===== src/rtl/alu_pkg.sv =====
// Shared constants and types for the nibble-serial ALU front end and its 4-bit slice.
package alu_pkg;

    localparam int unsigned NIBBLES   = 4;
    localparam int unsigned NIB_W     = 4;
    localparam int unsigned NIB_CNT_W = $clog2(NIBBLES);

    localparam logic [2:0] ALU_AND = 3'b000;
    localparam logic [2:0] ALU_OR  = 3'b001;
    localparam logic [2:0] ALU_ADD = 3'b010;
    localparam logic [2:0] ALU_SUB = 3'b110;
    localparam logic [2:0] ALU_SLT = 3'b111;

    typedef enum logic [1:0] {
        S_IDLE = 2'd0,
        S_RUN  = 2'd1,
        S_DONE = 2'd2
    } state_t;

endpackage


===== src/rtl/FourBitALU.sv =====
// 4-bit ALU slice: AND/OR/ADD/SUB/SLT with carry chaining, group G/P, set and overflow.
module FourBitALU
    import alu_pkg::*;
(
    input  logic [3:0] a,
    input  logic [3:0] b,
    input  logic       cin,
    input  logic       less,
    input  logic [2:0] op,
    output logic [3:0] result,
    output logic       cout,
    output logic       G,
    output logic       P,
    output logic       set,
    output logic       overflow,
    output logic       zero
);

    logic [3:0] bb;
    logic [3:0] g;
    logic [3:0] p;
    logic [3:0] sum;
    logic       c3;

    // op[2] selects inverted B so SUB/SLT compute a + ~b + cin
    always_comb begin
        bb            = op[2] ? ~b : b;
        g             = a & bb;
        p             = a | bb;
        {cout, sum}   = 5'({1'b0, a}) + 5'({1'b0, bb}) + 5'({4'b0, cin});
        c3            = a[3] ^ bb[3] ^ sum[3];
        overflow      = c3 ^ cout;
        set           = sum[3];
        G             = g[3] | (p[3] & g[2]) | (p[3] & p[2] & g[1]) | (p[3] & p[2] & p[1] & g[0]);
        P             = &p;
        unique case (op[1:0])
            2'b00:   result = a & bb;
            2'b01:   result = a | bb;
            2'b10:   result = sum;
            default: result = {3'b000, less};
        endcase
        zero          = (result == 4'h0);
    end

endmodule


===== src/rtl/nibble_serial_alu.sv =====
// 16-bit ALU built by stepping one 4-bit slice over four nibbles, LSB first, with a
// registered carry between steps; result and flags are presented with a one-cycle done pulse.
module nibble_serial_alu
    import alu_pkg::*;
#(
    parameter int unsigned WIDTH = 16
) (
    input  logic             clk,
    input  logic             rst_n,
    input  logic             start,
    input  logic [2:0]       op,
    input  logic [WIDTH-1:0] a,
    input  logic [WIDTH-1:0] b,
    output logic             busy,
    output logic             done,
    output logic [WIDTH-1:0] result,
    output logic             cout,
    output logic             overflow,
    output logic             zero
);

    localparam logic [NIB_CNT_W-1:0] LAST_NIB = NIB_CNT_W'(NIBBLES - 1);

    state_t               state;
    state_t               state_next;
    logic [NIB_CNT_W-1:0] nib;
    logic                 carry;
    logic [WIDTH-1:0]     a_q;
    logic [WIDTH-1:0]     b_q;
    logic [2:0]           op_q;

    logic [NIB_W-1:0]     slice_a;
    logic [NIB_W-1:0]     slice_b;
    logic                 slice_cin;
    logic [NIB_W-1:0]     slice_result;
    logic                 slice_cout;
    logic                 slice_set;
    logic                 slice_ovf;
    logic                 slice_g_unused;
    logic                 slice_p_unused;
    logic                 slice_zero_unused;

    logic [WIDTH-1:0]     final_result;
    logic                 final_cout;
    logic                 final_ovf;

    always_ff @(posedge clk) begin
        if (!rst_n) state <= S_IDLE;
        else        state <= state_next;
    end

    always_comb begin
        state_next = state;
        unique case (state)
            S_IDLE:  if (start) state_next = S_RUN;
            S_RUN:   if (nib == LAST_NIB) state_next = S_DONE;
            S_DONE:  state_next = S_IDLE;
            default: state_next = S_IDLE;
        endcase
    end

    always_comb begin
        slice_a   = a_q[{nib, 2'b00} +: NIB_W];
        slice_b   = b_q[{nib, 2'b00} +: NIB_W];
        slice_cin = (nib == '0) ? op_q[2] : carry;
    end

    FourBitALU u_slice (
        .a        (slice_a),
        .b        (slice_b),
        .cin      (slice_cin),
        .less     (1'b0),
        .op       (op_q),
        .result   (slice_result),
        .cout     (slice_cout),
        .G        (slice_g_unused),
        .P        (slice_p_unused),
        .set      (slice_set),
        .overflow (slice_ovf),
        .zero     (slice_zero_unused)
    );

    // Final values assembled on the last nibble so they are valid in the DONE cycle
    always_comb begin
        final_result = {slice_result, result[WIDTH-NIB_W-1:0]};
        final_cout   = 1'b0;
        final_ovf    = 1'b0;
        unique case (op_q)
            ALU_AND, ALU_OR: ;
            ALU_ADD, ALU_SUB: begin
                final_cout = slice_cout;
                final_ovf  = slice_ovf;
            end
            ALU_SLT: begin
                final_result = WIDTH'(slice_set ^ slice_ovf);
                final_cout   = slice_cout;
                final_ovf    = slice_ovf;
            end
            default: final_result = '0;
        endcase
    end

    always_ff @(posedge clk) begin
        if (!rst_n) begin
            nib      <= '0;
            carry    <= 1'b0;
            a_q      <= '0;
            b_q      <= '0;
            op_q     <= '0;
            busy     <= 1'b0;
            done     <= 1'b0;
            result   <= '0;
            cout     <= 1'b0;
            overflow <= 1'b0;
            zero     <= 1'b1;
        end else begin
            busy <= (state_next != S_IDLE);
            done <= (state_next == S_DONE);
            unique case (state)
                S_IDLE: begin
                    if (start) begin
                        a_q  <= a;
                        b_q  <= b;
                        op_q <= op;
                        nib  <= '0;
                    end
                end
                S_RUN: begin
                    carry <= slice_cout;
                    nib   <= nib + NIB_CNT_W'(1);
                    if (nib == LAST_NIB) begin
                        result   <= final_result;
                        cout     <= final_cout;
                        overflow <= final_ovf;
                        zero     <= (final_result == '0);
                    end else begin
                        result[{nib, 2'b00} +: NIB_W] <= slice_result;
                    end
                end
                default: ;
            endcase
        end
    end

endmodule


===== config.mk =====
export PLATFORM = sky130hd
export DESIGN_NAME = nibble_serial_alu
export DESIGN_NICKNAME = d
export VERILOG_FILES = /design/src/rtl/alu_pkg.sv /design/src/rtl/FourBitALU.sv /design/src/rtl/nibble_serial_alu.sv
export SDC_FILE = /design/constraint.sdc
export NUM_CORES = 1
export LEC_CHECK = 0
export CAP_MARGIN = 20
export CORE_ASPECT_RATIO = 0.9
export CORE_MARGIN = 2
export CORE_UTILIZATION = 50
export DETAILED_ROUTE_END_ITERATION = 12
export PLACE_DENSITY_LB_ADDON = 0.15
export SYNTH_ARGS = -nofsm -noshare
export SYNTH_HDL_FRONTEND = slang
export SYNTH_SLANG_ARGS = --single-unit

===== constraint.sdc =====
create_clock -name clk -period 8.8 [get_ports clk]
set_input_delay 1.76 -clock clk [delete_from_list [all_inputs] [get_ports clk]]
set_output_delay 1.76 -clock clk [all_outputs]
set_load 0.05 [all_outputs]

==> flow_summary.json, run 1 <==
{
  "status": "complete, no violations",
  "synth_xor_area_share_pct": 1.76,
  "min_period_ns": 3.75,
  "drc_errors": 0,
  "n_antenna_cell": 0,
  "hold-path-cell-count": 2,
  "min_path_type": "flip-flop to flip-flop",
  "rr_endpoint": "zero",
  "async_flop_share_pct": 0,
  "path_cells": "mux4_2, xor2_1, inv_1, fa_1, fa_1, mux2i_1, o21ai_1, a41oi_1, o41ai_2",
  "syn_nets": 406,
  "cts_root_buf": "clkbuf_8",
  "num_rows": 26,
  "cellLeakagePower_nw": 1.41,
  "placed_cells": 463,
  "synth_compound_area_share_pct": 17.8,
  "critPathMaxFanout": 15,
  "synth_top_area_share_pct": 41.0,
  "p_int_uw": 442,
  "critPathLaunchType": "flip-flop",
  "p_per_area_mw_per_mm2": 165,
  "grtUsageMet2_pct": 35.2,
  "worst_setup_path_end_kind": "flip-flop",
  "max_freq_mhz": 267,
  "slew_headroom_pct": 48.7,
  "syn_to_final_growth_pct": 26.1,
  "clkSinkCount": 61,
  "cts_buffers": 9,
  "cp_slowest_stage_delay_ns": 0.82,
  "ys_warn_count": 0,
  "cts_resized": 0,
  "grt_pass1_vias": 2441,
  "ys.flop_type": "dfxtp_1",
  "synth_area_leaders": "dfxtp_1 (41%), nand2_1 (11%), a21oi_1 (7.9%), mux4_2 (6.0%), ha_1 (5.5%)",
  "drv_slew": 0,
  "post-route-util_pct": 65.6,
  "routed_via_density": 5.41,
  "pwr-share-clk_pct": 33.6,
  "die_w_um": 85.4,
  "r2r_slack_ns": 5.05,
  "met3_usage_pct": 5.49,
  "cp_top_family": "adder cells",
  "fin_tns_setup_ns": 0,
  "ctsHoldBuffers": 0,
  "reg2reg_depth": 9,
  "nNetsFinal": 457,
  "io_buffers": 58,
  "htreeDepth": 3,
  "required_ns": 9.05,
  "cts.path.max_buffers": 2,
  "synth_seq_cells": 61,
  "seq_area_frac_synth_pct": 41.0,
  "vias": 2593,
  "p_total_uw": 620,
  "start_util_pct": 52.0,
  "grt_remaining_overflow": 0,
  "synth-edff-count": 0,
  "cap_violations": 0,
  "dr.pass1.iters": 4,
  "synth.area.mux_share_pct": 7.43,
  "tightestPinTransition_ns": 0.768,
  "place.gp.congestion": 0.864,
  "ioPinCount": 59,
  "drt_iter0_markers": 169,
  "critPathArrivalTime_ns": 4.00,
  "synth.avg_cell_area_sq_um": 8.44,
  "swShare_pct": 28.7,
  "grt_max_degree": 37,
  "ir_drop_uv": 111,
  "worst-setup-path-type": "flip-flop to flip-flop",
  "grt_pass1_wl_um": 11600,
  "pwr-share-seq_pct": 48.6,
  "netlist_area_sq_mm": 0.00298,
  "fin_crit_sh_pct": 42.6,
  "clock_skew_ns": 0.00905,
  "p_comb_share_pct": 17.8,
  "wl_per_cell_um": 14.4,
  "switchingPower_uw": 178,
  "hold_end": "a_q[9]",
  "grt_use_total_pct": 22.3,
  "setup_violations": 0,
  "layout.cells.non_filler": 479,
  "min_from": "a_q[9]",
  "insertion_delay_ns": 0.35,
  "critPathSlowestCell": "dfxtp_1",
  "post_cts_buffers": 0,
  "path_depth": 9,
  "dpl.hpwl_um": 4910,
  "yosys.area_share.simple_pct": 20.1,
  "finalHoldViolations": 0,
  "cts_tree": "done",
  "busiest_layer": "met2",
  "yosysTopAreaCell": "dfxtp_1",
  "drive_above_1_share_pct": 7.82,
  "synth_cells": 353,
  "core_sq_mm": 0.00573,
  "layout_common_cells": "nand2_1 (84), dfxtp_1 (61), clkdlybuf4s50_1 (58)",
  "postRouteAntennaNets": 0,
  "critPathMostFrequentCell": "fa_1",
  "reg2reg_from": "nib[0]",
  "synth_top_family_by_area": "simple AND/OR/NAND/NOR gates",
  "final_common_cell": "nand2_1",
  "crit_buf_inv": 1,
  "drt_wl_total_um": 6900,
  "die_h_um": 77.2,
  "clkTransAtPathRegs_ns": 0.07,
  "die_area_sq_mm": 0.00659,
  "ys_types": 46,
  "antenna_found_initial": 0,
  "grt_util_met1_pct": 29.5,
  "rsz0062_at_grt": "false",
  "synthAdderAreaFrac_pct": 6.80
}
==> stage by stage <==
| stage | hold WS, ns | cell area, sq um | setup WS [ns] |
|---|---|---|---|
| floorplan | 0.433 | 2980 | 5.76 |
| global placement | 0.439 | 3570 | 5.08 |
| detailed placement | 0.446 | 3600 | 5.06 |
| CTS | 0.456 | 3760 | 5.06 |
| global route | 0.474 | 3760 | 4.83 |
| finish | 0.453 | 3760 | 5.05 |
==> final cells by class <==
type	instances	area [sq um]
Tap cell	70	87.6
Multi-Input combinational cell	256	1610
Fill cell	493	1970
Inverter	15	56.3
Clock inverter	5	27.5
Clock buffer	11	131
Timing Repair Buffer	61	623
Sequential cell	61	1220
==> cell families after synthesis <==
family / Yosys count
AO/OA/AOI/OAI: 87
XOR/XNOR: 6
adder cells (fa/ha/maj): 15
buffers and inverters: 36
flip-flops: 61
multiplexers: 12
AND/OR/NAND/NOR: 136
==> worst min-delay path, cell delays in order (launching register included) <==
cell     delay, ns
dfxtp_1       0.30
nand2_1       0.05
a21oi_1       0.05
==> synthesized netlist by cell type, types with 2 or more instances <==
cell type,n
nand2_1,84
dfxtp_1,61
a21oi_1,47
nor2_1,20
inv_1,15
ha_1,13
clkbuf_1,12
o21ai_0,12
a2bb2oi_1,10
mux4_2,8
nand3_1,8
nand2b_1,6
nor2b_1,4
o21ai_1,4
xor2_1,4
buf_1,3
buf_2,3
mux2i_1,3
nor4_1,3
a211o_1,2
and2_1,2
and3_1,2
buf_4,2
fa_1,2
xnor2_1,2
==> worst max-delay path by stage <==
stage,start,endpoint
after CTS,nib[0],zero
after global routing,nib[0],zero
after global placement,rst_n,state[0]
final,nib[0],zero
after detailed placement,rst_n,state[0]
after floorplan,nib[1],result[6]
==> power groups by stage <==
| stage | Combinational [mW] | Clock, mW | Sequential (mW) |
|---|---|---|---|
| 6_report | 0.110 | 0.208 | 0.301 |
| 5_1_grt | 0.121 | 0.223 | 0.303 |
| 4_1_cts | 0.110 | 0.211 | 0.301 |
| 3_5_place_dp | 0.109 | 0 | 0.307 |
| 3_3_place_gp | 0.105 | 0 | 0.307 |
| 2_1_floorplan | 0.0741 | 0 | 0.305 |
==> layer usage <==
layer / part of all wire [%] / wire (um)
met3: 6.0 / 413
met1: 46 / 3170
met5: 0 / 0
met2: 46 / 3210
met4: 1.5 / 106
==> flip-flops by register name (all words and copies together) (netlist names) <==
| name | count |
|---|---|
| b_q | 16 |
| state | 2 |
| result | 16 |
| a_q | 16 |
| busy | 1 |
| done | 1 |
| overflow | 1 |
| carry | 1 |
| op_q | 3 |
| cout | 1 |
| zero | 1 |
| nib | 2 |
(Power assumes the default switching activity.)
==> inputs of run 2 (changes only) <==
CORE_UTILIZATION = 46   (was 50)
clock period = 3.4 ns   (was 8.8 ns; I/O delays follow)
==> flow_summary.json, run 2 (synthesized netlist as in run 1, its figures left out) <==
{
  "status": "complete, no violations",
  "syn_to_final_growth_pct": 28.6,
  "whs_ns": 0.453,
  "grt_pass1_vias": 2489,
  "required_ns": 3.61,
  "cp_top_family": "adder cells",
  "p_total_mw": 1.69,
  "dpl.hpwl_um": 4820,
  "num_rows": 27,
  "placed_cells": 485,
  "grt_remaining_overflow": 0,
  "final_common_cell": "nand2_1",
  "core_sq_mm": 0.00618,
  "critPathArrivalTime_ns": 3.38,
  "drt_wl_total_um": 6720,
  "worst_setup_path_end_kind": "flip-flop",
  "htreeDepth": 3,
  "slew_headroom_pct": 56.3,
  "cts_root_buf": "clkbuf_8",
  "multi_input_area_sq_mm": 0.00161,
  "setup_violations": 0,
  "tightestPinTransition_ns": 0.654,
  "place.gp.congestion": 0.786,
  "cts_tree": "done",
  "cp_slowest_stage_delay_ns": 0.54,
  "grt_use_total_pct": 21.0,
  "die_w_um": 88.8,
  "cts.path.max_buffers": 2,
  "wl_per_cell_um": 13.4,
  "p_per_area_mw_per_mm2": 442,
  "design_area_sq_mm": 0.00383,
  "min_period_ns": 3.17,
  "cts_buffers": 9,
  "r2r_slack_ns": 0.23,
  "grt_max_degree": 37,
  "rsz0062_at_grt": "false",
  "largestRegisters": "a_q: 16 flops, b_q: 16 flops, result: 16 flops",
  "postRouteAntennaNets": 0,
  "n_antenna_cell": 0,
  "drive_above_1_share_pct": 8.94,
  "placed_area_sq_mm": 0.00364,
  "clkSinkCount": 61,
  "post-place-ws_ns": 0.296,
  "critPathMaxFanout": 3,
  "cts_resized": 0,
  "layout_common_cells": "nand2_1 (84), dfxtp_1 (61), clkdlybuf4s50_1 (58)",
  "layout.cells.non_filler": 501,
  "antenna_found_initial": 0,
  "start_util_pct": 48.2,
  "ir_drop_uv": 270,
  "critPathMostFrequentCell": "fa_1",
  "critPathSlowestCell": "mux4_2",
  "io_buffers": 58,
  "drv_slew": 0,
  "fill_cells": 535,
  "clock_skew_ns": 0.00497,
  "die_h_um": 80.3,
  "regArea_sq_mm": 0.00122,
  "dr.pass1.iters": 4,
  "min_path_type": "flip-flop to flip-flop",
  "fin_tns_setup_ns": 0,
  "drt_iter0_markers": 146,
  "insertion_delay_ns": 0.34,
  "crit_buf_inv": 1,
  "worst-setup-path-type": "flip-flop to flip-flop",
  "max_freq_mhz": 316,
  "ioPinCount": 59,
  "path_cells": "mux4_2, xor2_1, inv_1, fa_1, fa_1, xnor2_1, mux2_2, o21ai_1, a2bb2oi_1, nor2_1",
  "fin_crit_sh_pct": 93.2,
  "cellLeakagePower_nw": 1.44,
  "vias": 2612,
  "drc_errors": 0,
  "fin_ws_ns": 0.231,
  "clkTransAtPathRegs_ns": 0.07,
  "post-route-util_pct": 62.0,
  "post_cts_buffers": 0,
  "die_area_sq_mm": 0.00714,
  "finalHoldViolations": 0,
  "cap_violations": 0,
  "routed_via_density": 5.21,
  "nNetsFinal": 462,
  "ctsHoldBuffers": 0,
  "grt_pass1_wl_um": 11500,
  "critPathLaunchType": "flip-flop"
}
## run 2: cell types whose count changed in the layout (fill, tap and decap cells not counted)
cell,previous run,this run
buf_16,1,0
clkinv_2,4,2
buf_4,2,8
clkbuf_8,9,10
bufinv_16,0,1
## run 2: per-layer routing
metal	GRT usage (%)	share of wire, %	vias up
met3	4.93	3.1	9
met5	0	0	-
met2	33.4	46	42
met1	27.2	49	1246
li1	-	-	1315
met4	8.48	1.6	0
## run 2: power by group
group / leakage (nW) / internal, mW / switching, mW / total (mW)
clock network: 0.0964 / 0.356 / 0.271 / 0.628
registers: 0.498 / 0.747 / 0.0222 / 0.769
logic: 0.848 / 0.140 / 0.155 / 0.295
total: 1.44 / 1.24 / 0.449 / 1.69
## run 2: tightest hold or removal path, cell delays in order (launching register included)
cell,delay [ns]
dfxtp_1,0.31
nand2_1,0.05
a21oi_1,0.05
## run 2: area by class of cell
type / instances / share of cell area [%]
Timing Repair Buffer: 66 / 16.7
Tap cell: 87 / 2.84
Clock inverter: 4 / 1.24
Clock buffer: 12 / 3.79
Inverter: 15 / 1.47
Multi-Input combinational cell: 256 / 42.0
Sequential cell: 61 / 31.9
## run 2: worst paths after layout
check	cells past startpoint	endpoint	startpoint
max	10	result[2]	nib[0]
min	2	a_q[0]	a_q[0]
max reg2reg	10	result[2]	nib[0]
min reg2reg	2	a_q[0]	a_q[0]
